**config.mk**
```make
export PLATFORM = sky130hd
export DESIGN_NAME = pulse_capture_ctrl
export DESIGN_NICKNAME = d
export VERILOG_FILES = /design/src/rtl/pulse_capture_ctrl.sv
export SDC_FILE = /design/constraint.sdc
export NUM_CORES = 1
export LEC_CHECK = 0
export ABC_AREA = 1
export BUFFER_PORTS_ARGS = -buffer_cell sky130_fd_sc_hd__buf_4
export CAP_MARGIN = 15
export CORE_MARGIN = 3
export CORE_UTILIZATION = 50
export CTS_CLUSTER_SIZE = 8
export DETAILED_ROUTE_END_ITERATION = 6
export PLACE_DENSITY = 0.73
export SYNTH_ARGS = -nofsm -noshare
export SYNTH_HDL_FRONTEND = slang
export SYNTH_SLANG_ARGS = --single-unit
```
**constraint.sdc**
```tcl
create_clock -name ce_clk -period 5.35 [get_ports ce_clk]
set_input_delay 0.535 -clock ce_clk [delete_from_list [all_inputs] [get_ports ce_clk]]
set_output_delay 0.535 -clock ce_clk [all_outputs]
set_load 0.03 [all_outputs]
```
**src/rtl/pulse_capture_ctrl.sv**
```systemverilog
// Threshold-armed window sequencer feeding the pulse CIR averaging core.
// Optional post-window sample holdoff is enabled by defining PULSE_HOLDOFF_EN.
module pulse_capture_ctrl #(
    parameter int CNT_W  = 32,
    parameter int DROP_W = 16
) (
    input  logic              ce_clk,
    input  logic              ce_rst,
    input  logic              clear,
    input  logic              enable,
    input  logic [31:0]       threshold,
    input  logic [15:0]       seq_len,
    input  logic [CNT_W-1:0]  avg_size,
`ifdef PULSE_HOLDOFF_EN
    input  logic [15:0]       holdoff,
`endif
    input  logic [31:0]       s_tdata,
    input  logic              s_tvalid,
    output logic              s_tready,
    input  logic              s_tlast,
    output logic [31:0]       m_tdata,
    output logic              m_tvalid,
    input  logic              m_tready,
    output logic              m_tlast,
    input  logic              res_tvalid,
    input  logic              res_tready,
    input  logic              res_tlast,
    output logic [1:0]        state,
    output logic [CNT_W-1:0]  pulse_cnt,
    output logic [DROP_W-1:0] drop_cnt
);

    typedef enum logic [1:0] {
        ST_IDLE    = 2'd0,
        ST_ARM     = 2'd1,
        ST_CAPTURE = 2'd2,
        ST_WAIT    = 2'd3
    } state_t;

    state_t            r_state;
    logic [15:0]       r_seq_len;
    logic [CNT_W-1:0]  r_avg;
    logic [15:0]       r_samp_cnt;
    logic [CNT_W-1:0]  r_pulse_cnt;
    logic [DROP_W-1:0] r_drop_cnt;
    logic [31:0]       r_m_tdata;
    logic              r_m_tvalid;
    logic              r_m_tlast;

    logic [16:0]       w_i;
    logic [16:0]       w_q;
    logic [16:0]       w_abs_i;
    logic [16:0]       w_abs_q;
    logic [16:0]       w_mag;
    logic              w_above;
    logic              w_out_ok;
    logic              w_acc;
    logic              w_fwd;
    logic              w_last;
    logic              w_win_end;
    logic              w_res_done;
    logic              w_start_ok;
    logic              w_hold_active;
    logic [CNT_W-1:0]  w_pulse_nxt;
    logic              w_unused;

`ifdef PULSE_HOLDOFF_EN
    logic [15:0]       r_hold_cnt;
    assign w_hold_active = (r_hold_cnt != '0);
`else
    assign w_hold_active = 1'b0;
`endif

    assign w_unused = s_tlast;

    // Sign-extend to 17 bits so |-32768| = 32768 without wrapping.
    assign w_i     = {s_tdata[31], s_tdata[31:16]};
    assign w_q     = {s_tdata[15], s_tdata[15:0]};
    assign w_abs_i = w_i[16] ? (~w_i + 17'd1) : w_i;
    assign w_abs_q = w_q[16] ? (~w_q + 17'd1) : w_q;
    assign w_mag   = w_abs_i + w_abs_q;
    assign w_above = ({15'd0, w_mag} > threshold);

    assign w_out_ok = !r_m_tvalid || m_tready;

    always_comb begin
        s_tready = 1'b0;
        case (r_state)
            ST_IDLE:    s_tready = 1'b0;
            ST_ARM:     s_tready = (w_hold_active || !w_above) ? 1'b1 : w_out_ok;
            ST_CAPTURE: s_tready = w_out_ok;
            ST_WAIT:    s_tready = 1'b1;
            default:    s_tready = 1'b0;
        endcase
    end

    assign w_acc       = s_tvalid && s_tready;
    assign w_fwd       = w_acc && (((r_state == ST_ARM) && !w_hold_active && w_above) ||
                                   (r_state == ST_CAPTURE));
    assign w_last      = (r_state == ST_ARM) ? (r_seq_len == 16'd1)
                                             : (r_samp_cnt == (r_seq_len - 16'd1));
    assign w_win_end   = w_fwd && w_last;
    assign w_res_done  = res_tvalid && res_tready && res_tlast;
    assign w_start_ok  = enable && (seq_len != '0) && (avg_size != '0);
    assign w_pulse_nxt = r_pulse_cnt + CNT_W'(1);

    always_ff @(posedge ce_clk or posedge ce_rst) begin
        if (ce_rst) begin
            r_state     <= ST_IDLE;
            r_seq_len   <= '0;
            r_avg       <= '0;
            r_samp_cnt  <= '0;
            r_pulse_cnt <= '0;
            r_drop_cnt  <= '0;
            r_m_tdata   <= '0;
            r_m_tvalid  <= 1'b0;
            r_m_tlast   <= 1'b0;
`ifdef PULSE_HOLDOFF_EN
            r_hold_cnt  <= '0;
`endif
        end else if (clear) begin
            r_state     <= ST_IDLE;
            r_seq_len   <= '0;
            r_avg       <= '0;
            r_samp_cnt  <= '0;
            r_pulse_cnt <= '0;
            r_drop_cnt  <= '0;
            r_m_tdata   <= '0;
            r_m_tvalid  <= 1'b0;
            r_m_tlast   <= 1'b0;
`ifdef PULSE_HOLDOFF_EN
            r_hold_cnt  <= '0;
`endif
        end else begin
            if (w_out_ok) begin
                r_m_tvalid <= w_fwd;
                if (w_fwd) begin
                    r_m_tdata <= s_tdata;
                    r_m_tlast <= w_last;
                end
            end

            if (w_acc && !w_fwd && (r_drop_cnt != '1)) begin
                r_drop_cnt <= r_drop_cnt + DROP_W'(1);
            end

            // Window end is shared by ARM (seq_len = 1) and CAPTURE.
            if (w_win_end) begin
                r_samp_cnt <= '0;
                if (w_pulse_nxt == r_avg) begin
                    r_state     <= ST_WAIT;
                    r_pulse_cnt <= w_pulse_nxt;
                end else if (!enable) begin
                    r_state     <= ST_IDLE;
                    r_pulse_cnt <= '0;
                end else begin
                    r_state     <= ST_ARM;
                    r_pulse_cnt <= w_pulse_nxt;
`ifdef PULSE_HOLDOFF_EN
                    r_hold_cnt  <= holdoff;
`endif
                end
            end else begin
                case (r_state)
                    ST_IDLE: begin
                        if (w_start_ok) begin
                            r_state    <= ST_ARM;
                            r_seq_len  <= seq_len;
                            r_avg      <= avg_size;
                            r_samp_cnt <= '0;
                        end
                    end
                    ST_ARM: begin
                        if (w_fwd) begin
                            r_state    <= ST_CAPTURE;
                            r_samp_cnt <= 16'd1;
                        end else begin
`ifdef PULSE_HOLDOFF_EN
                            if (w_acc && w_hold_active) begin
                                r_hold_cnt <= r_hold_cnt - 16'd1;
                            end
`endif
                            if (!enable) begin
                                r_state     <= ST_IDLE;
                                r_pulse_cnt <= '0;
`ifdef PULSE_HOLDOFF_EN
                                r_hold_cnt  <= '0;
`endif
                            end
                        end
                    end
                    ST_CAPTURE: begin
                        if (w_fwd) begin
                            r_samp_cnt <= r_samp_cnt + 16'd1;
                        end
                    end
                    ST_WAIT: begin
                        if (w_res_done) begin
                            r_pulse_cnt <= '0;
                            r_state     <= enable ? ST_ARM : ST_IDLE;
                        end
                    end
                    default: r_state <= ST_IDLE;
                endcase
            end
        end
    end

    assign m_tdata   = r_m_tdata;
    assign m_tvalid  = r_m_tvalid;
    assign m_tlast   = r_m_tlast;
    assign state     = r_state;
    assign pulse_cnt = r_pulse_cnt;
    assign drop_cnt  = r_drop_cnt;

endmodule

```
# Word level (Yosys, flattened, before mapping)
# Index checks and enable logic that the tools add are counted.
dict set report word_totals {
  ff_bits 148
  latchBits 0
  mem_bits_rw 0
  rom_bits 0
  input_bits 122
  mem_count 0
}
dict set report classes {
  add_sub_neg 7
  mul 0
  n_div 0
  order_cmp 1
  n_eq_ne 15
  shift 0
  n_mux 46
  bitwise_logic 2
  reduce_logical 30
}
# cell n
set op_table {}
lappend op_table {{$mux 32} 14}
lappend op_table {{$mux 16} 11}
lappend op_table {{$pmux 32 s2} 1}
lappend op_table {{$pmux 16 s3} 1}
lappend op_table {{$add 17x1->17 const B} 2}
lappend op_table {{$mux 17} 2}
lappend op_table {{$not 17->17} 2}
lappend op_table {{$add 16x1->16 const B} 2}
lappend op_table {{$add 32x1->32 const B} 1}
lappend op_table {{$eq 32x32->1} 1}
lappend op_table {{$gt 17x32->1} 1}
lappend op_table {{$reduce_bool 32->1} 1}
lappend op_table {{$ne 4x4->1 const B} 6}
lappend op_table {{$add 17x17->17} 1}
lappend op_table {{$eq 16x1->1 const B} 1}
lappend op_table {{$eq 16x16->1} 1}
lappend op_table {{$ne 16x16->1 const B} 1}
lappend op_table {{$reduce_bool 16->1} 1}
lappend op_table {{$sub 16x1->16 const B} 1}
lappend op_table {{$mux 2} 7}
lappend op_table {{$reduce_and 4->1} 3}
lappend op_table {{$logic_and 1x1->1} 10}
lappend op_table {{$reduce_bool 2->1} 5}
lappend op_table {{$reduce_bool 5->1} 2}
lappend op_table {{13 further kinds} 23}

# Longest topological paths before layout
dict set report logic_depth {
  ltp_word 14
  depth_mapped 38
  mapped_depth_nobuf 37
}

# Worst setup path after synthesis
# No wires, ideal clock.
dict set report synth_path {
  path_type {input -> register}
  start {input port s_tdata[17]}
  end {register r_samp_cnt[10]}
  setup_ns 0.117
  arrival_ns 5.053
  required_time_ns 5.233
  path_slack_ns 0.180
  stages 32
  n_path_buf 1
  cell_sequence {inv_1 > ha_1 > nand3_1 > nand2_1 > nand2_1 > xor2_1 > ha_1 > nand2_1 > nor3_1 > nand2_1 > o211ai_1 > a21oi_1 > o21bai_1 > nand2_1 > a21oi_1 > nand3_1 > nand2_1 > xnor2_1 > inv_1 > ha_1 > nand2_1 > nor3_1 > nand4_1 > nand3_1 > nand2_1 > a21oi_1 > nand4_4 > nand2_1 > buf_2 > nor3_1 > nand3_1 > nand2_1}
}
dict set report synth_between {
  elab_chain_cells 12
}
# element line
set synth_rtl {}
lappend synth_rtl {{from (decl)} 17} ;# input logic [31:0] s_tdata,
lappend synth_rtl {{$not 17->17} 79} ;# assign w_abs_i = w_i[16] ? (~w_i + 17'd1) : w_i;
lappend synth_rtl {{$add 17x1->17} 79}
lappend synth_rtl {{$mux 17 (*)} 79}
lappend synth_rtl {{$add 17x17->17 (*)} 81} ;# assign w_mag = w_abs_i + w_abs_q;
lappend synth_rtl {{$gt 17x32->1 (*)} 82} ;# assign w_above = ({15'd0, w_mag} > threshold);
lappend synth_rtl {{$mux 1 (*)} 90} ;# ST_ARM: s_tready = (w_hold_active || !w_above) ? 1'b1 : w_out_ok;
lappend synth_rtl {{$pmux 1 s4 (*)} 88} ;# case (r_state)
lappend synth_rtl {{net s_tready} 19} ;# output logic s_tready,
lappend synth_rtl {{$logic_and 1x1->1 (*)} 97} ;# assign w_acc = s_tvalid && s_tready;
lappend synth_rtl {{$logic_and 1x1->1 (*)} 98} ;# assign w_fwd = w_acc && (((r_state == ST_ARM) && !w_hold_active && w_above) ||
lappend synth_rtl {{$logic_and 1x1->1} 102} ;# assign w_win_end = w_fwd && w_last;
lappend synth_rtl {{$ne 4x4->1 (no line) (tied with other cells)} --}
lappend synth_rtl {{$reduce_and 4->1 (no line) or $mux 16 (tied branches)} --}
lappend synth_rtl {{to (signal assigned)} 194} ;# r_samp_cnt <= r_samp_cnt + 16'd1;
lappend synth_rtl {{to (decl)} 43} ;# logic [15:0] r_samp_cnt;
# The timed path passes the listed nets; every way through them passes the cells marked *.
# A chain may end at the register's enable or synchronous reset.

# Worst setup path after layout
dict set report layout_path {
  start {input port s_tdata[16]}
  end {output port s_tready}
}
dict set report layout_between {
  elab_chain_cells 7
}
# element line
set layout_rtl {}
lappend layout_rtl {{$not 17->17} 79}
lappend layout_rtl {{$add 17x1->17} 79}
lappend layout_rtl {{$mux 17 (*)} 79}
lappend layout_rtl {{$add 17x17->17 (*)} 81}
lappend layout_rtl {{$gt 17x32->1 (*)} 82}
lappend layout_rtl {{$mux 1 (*)} 90}
lappend layout_rtl {{$pmux 1 s4 (*)} 88}
lappend layout_rtl {{to (decl)} 19}
# Mark *: on every way between the ends. The rest lies on a longest branch, timed or not.

==> results.txt <==
final setup fails - 0
fin. max-slew vios - 0
status - finished clean
CTS tree - yes
R2R depth - 20
peak supply drop - 0.2090 mV
worst slack at placement - -0.1076 ns
grt ovf - 0
crit end category - output pin
first-pass GRT wire length - 54010 um
antenna fix cells - 0
Hold Violations, Final - 0
detailed router's first-iteration violation count - 704
unrepaired setup endpoints after global routing - false
Synth area leader - dfrtp_1
leakage power - 7.071 nW
PD cells - 274.3 mW/mm2
hold_ws - 0.2721 ns
clk_lat worst skew - 0.44 ns
r2r setup slk - 2.18 ns
I/O pin total - 207
synth top area cells - dfrtp_1 (34%), nand2_1 (15%), nand3_1 (7.4%), inv_1 (6.8%), o21ai_0 (5.4%)
slowest stage delay, CP - 0.29 ns
FFs w/ async S/R, synth - 1.000
FMAX - 0.2001 GHz
drt drc - 0
Period minus WS final - 4.997 ns
Worst-Margin Slew - 1.076 ns
final RePlAce weighted congestion - 0.9513
antenna-violating nets left - 0
Top FF cell, synth - dfrtp_1
Core Area - 0.02129 mm2
Post-synth EDFFs - 0
Slew headroom - 0.2799
Worst Hold Class - in2async
crit share post-route - 0.9340
reg-to-reg startpoint - pulse_cnt[0]$_DFFE_PP0P_
Wirelength per Cell - 15.79 um
CP most frequent cell - nand2_1
Post-DP HPWL - 25800 um
GR Util All Layers - 0.2774
Crit-path slowest cell - ha_4
Area growth syn-to-layout - 26.13%
first-pass iteration count of the detailed router - 6
Crit. Startpoint - s_tdata[16]
final wirelength - 33220 um
worst-path maximum fanout - 4
clock sink total - 148
CP Capture Point - s_tready
H-tree levels - 4
worst path required time - 4.82 ns
total CTS buffers - 17
Worst R2R End - pulse_cnt[19]$_DFFE_PP0P_
nets - 1983
Initial Util - 0.5141
I/O Buffers - 205
Core Rows - 53
fillers - 1913
ratio of cells with drive above 1 in the final layout - 0.1935
routed via count divided by cell count - 5.427
initial antenna violation count - 0
Die W - 153.9 um
largest net degree at the start of global routing - 98
sequential area share after synthesis - 0.3384
vias - 11420
Yosys warnings - 0
Worst Path Arrival - 4.46 ns
Reg clk slew, reported paths - 0.07 ns
die height - 153.9 um
Mapped Area - 0.01094 mm2
setup ws final - 0.3530 ns
syn nets - 1756
vias in the first global route - 10860
hold_buf cts - 0
CTS root buf - clkbuf_16
library cells used by synthesis - 51
die area - 0.02370 mm2
kind of critical path - in2out
Synth Area per Inst - 6.888 um2
#FFs+latches synth - 148
Syn Inst Count - 1589
Fin Clk Skew - 0.008922 ns
max_cap viols - 0
CTS Buffer Depth - 2
Critical Path Start Type - primary input
share of the synthesized area in the top cell type - 0.3384
## worst max-delay path: cells and delay by family
kind,cells,cell delay [ns]
AOI/OAI and AO/OA,7,0.87
buffers and inverters,6,0.67
adders and majority gates,3,0.73
xor gates and xnor gates,2,0.34
and+or+nand+nor,15,1.32
## per-layer routing
metal | wire length, um | global-route usage
met1 | 14140 | 0.3657
met3 | 2368 | 0.06136
met2 | 16020 | 0.4624
met5 | 0 | 0
met4 | 682 | 0.07527
## placed cells by master, fill, tap and decap left out, types with 32 or more instances in the layout
cell type    n
nor3_1      40
nand2_1    433
ha_1        41
nand4_1     37
xor2_1      63
dfrtp_1    148
o21ai_0    118
buf_4      243
inv_1      197
nand3_1    159
a21oi_1     32
nor2_1     118
## worst min path at each step
stage,endpoint,slack [ns],depth (start not counted)
2_1_floorplan,r_samp_cnt[7]$_DFFE_PP0P_,0.48,2
3_3_place_gp,m_tdata[29]$_DFFE_PP0P_,0.49,2
3_5_place_dp,m_tdata[27]$_DFFE_PP0P_,0.50,2
4_1_cts,drop_cnt[13]$_DFFE_PP0P_,0.33,2
5_1_grt,drop_cnt[13]$_DFFE_PP0P_,0.34,2
6_report,drop_cnt[13]$_DFFE_PP0P_,0.27,2
## cell type report
type	instances	area (um2)	area share
clock buffer	17	425.4	0.03082
clock inverter	15	241.5	0.01749
inverter	210	794.5	0.05755
multi-input combinational	1192	6396	0.4633
sequential	148	3704	0.2683
tap	275	344.1	0.02493
timing repair buffer	247	1899	0.1376
## logic make-up (layout without fill, tap and decap cells)
kind of cell	Yosys count	after routing	synth area share
and+or+nand+nor	864	864	0.3520
xor gates and xnor gates	84	84	0.06848
adders and majority gates	45	45	0.05213
buffers and inverters	249	489	0.08940
AOI/OAI and AO/OA	199	199	0.09958
DFF	148	148	0.3384
## timing repair
item	4_1_cts	5_1_grt
gates resized for setup	0	26
setup buffers	0	2
endpoints found under the setup margin	0	100
## flip-flops by register name, summed over array words and instances, names as in the netlist
register	flops
state	2
m_tdata	32
r_seq_len	16
m_tvalid	1
pulse_cnt	32
r_avg	32
drop_cnt	16
r_samp_cnt	16
m_tlast	1
## Yosys cell counts (4+ instances only)
master and n:
a21oi_1 36, buf_2 7, buf_6 4, clkbuf_1 24
dfrtp_1 148, ha_1 44, inv_1 199, inv_2 8
nand2_1 435, nand3_1 161, nand3_2 8, nand3b_1 11
nand4_1 37, nor2_1 122, nor2_2 15, nor3_1 42
nor4_1 15, o21ai_0 119, o21bai_1 10, o22ai_1 18
o31ai_1 4, xnor2_1 15, xor2_1 68
## report_power, final
group	internal [W]	switching, W
combinational	0.000448	0.000721
clock	0.000843	0.000545
sequential	0.00118	0.0000534
total	0.00247	0.00132
## stage by stage
step,power (W),utilization,std cells,TNS (ns),cell area [um2]
after floorplan,0.002014,-,1589,0,10940
after global placement,0.002350,0.6097,2069,0,12980
after detailed placement,0.002370,0.6097,2069,-0.7062,12980
after CTS,0.003758,0.6410,2101,0,13650
after global routing,0.004010,0.6485,2104,0,13800
final,0.003786,0.6485,2104,0,13800
Note: power is estimated with default switching activity, not from simulation.
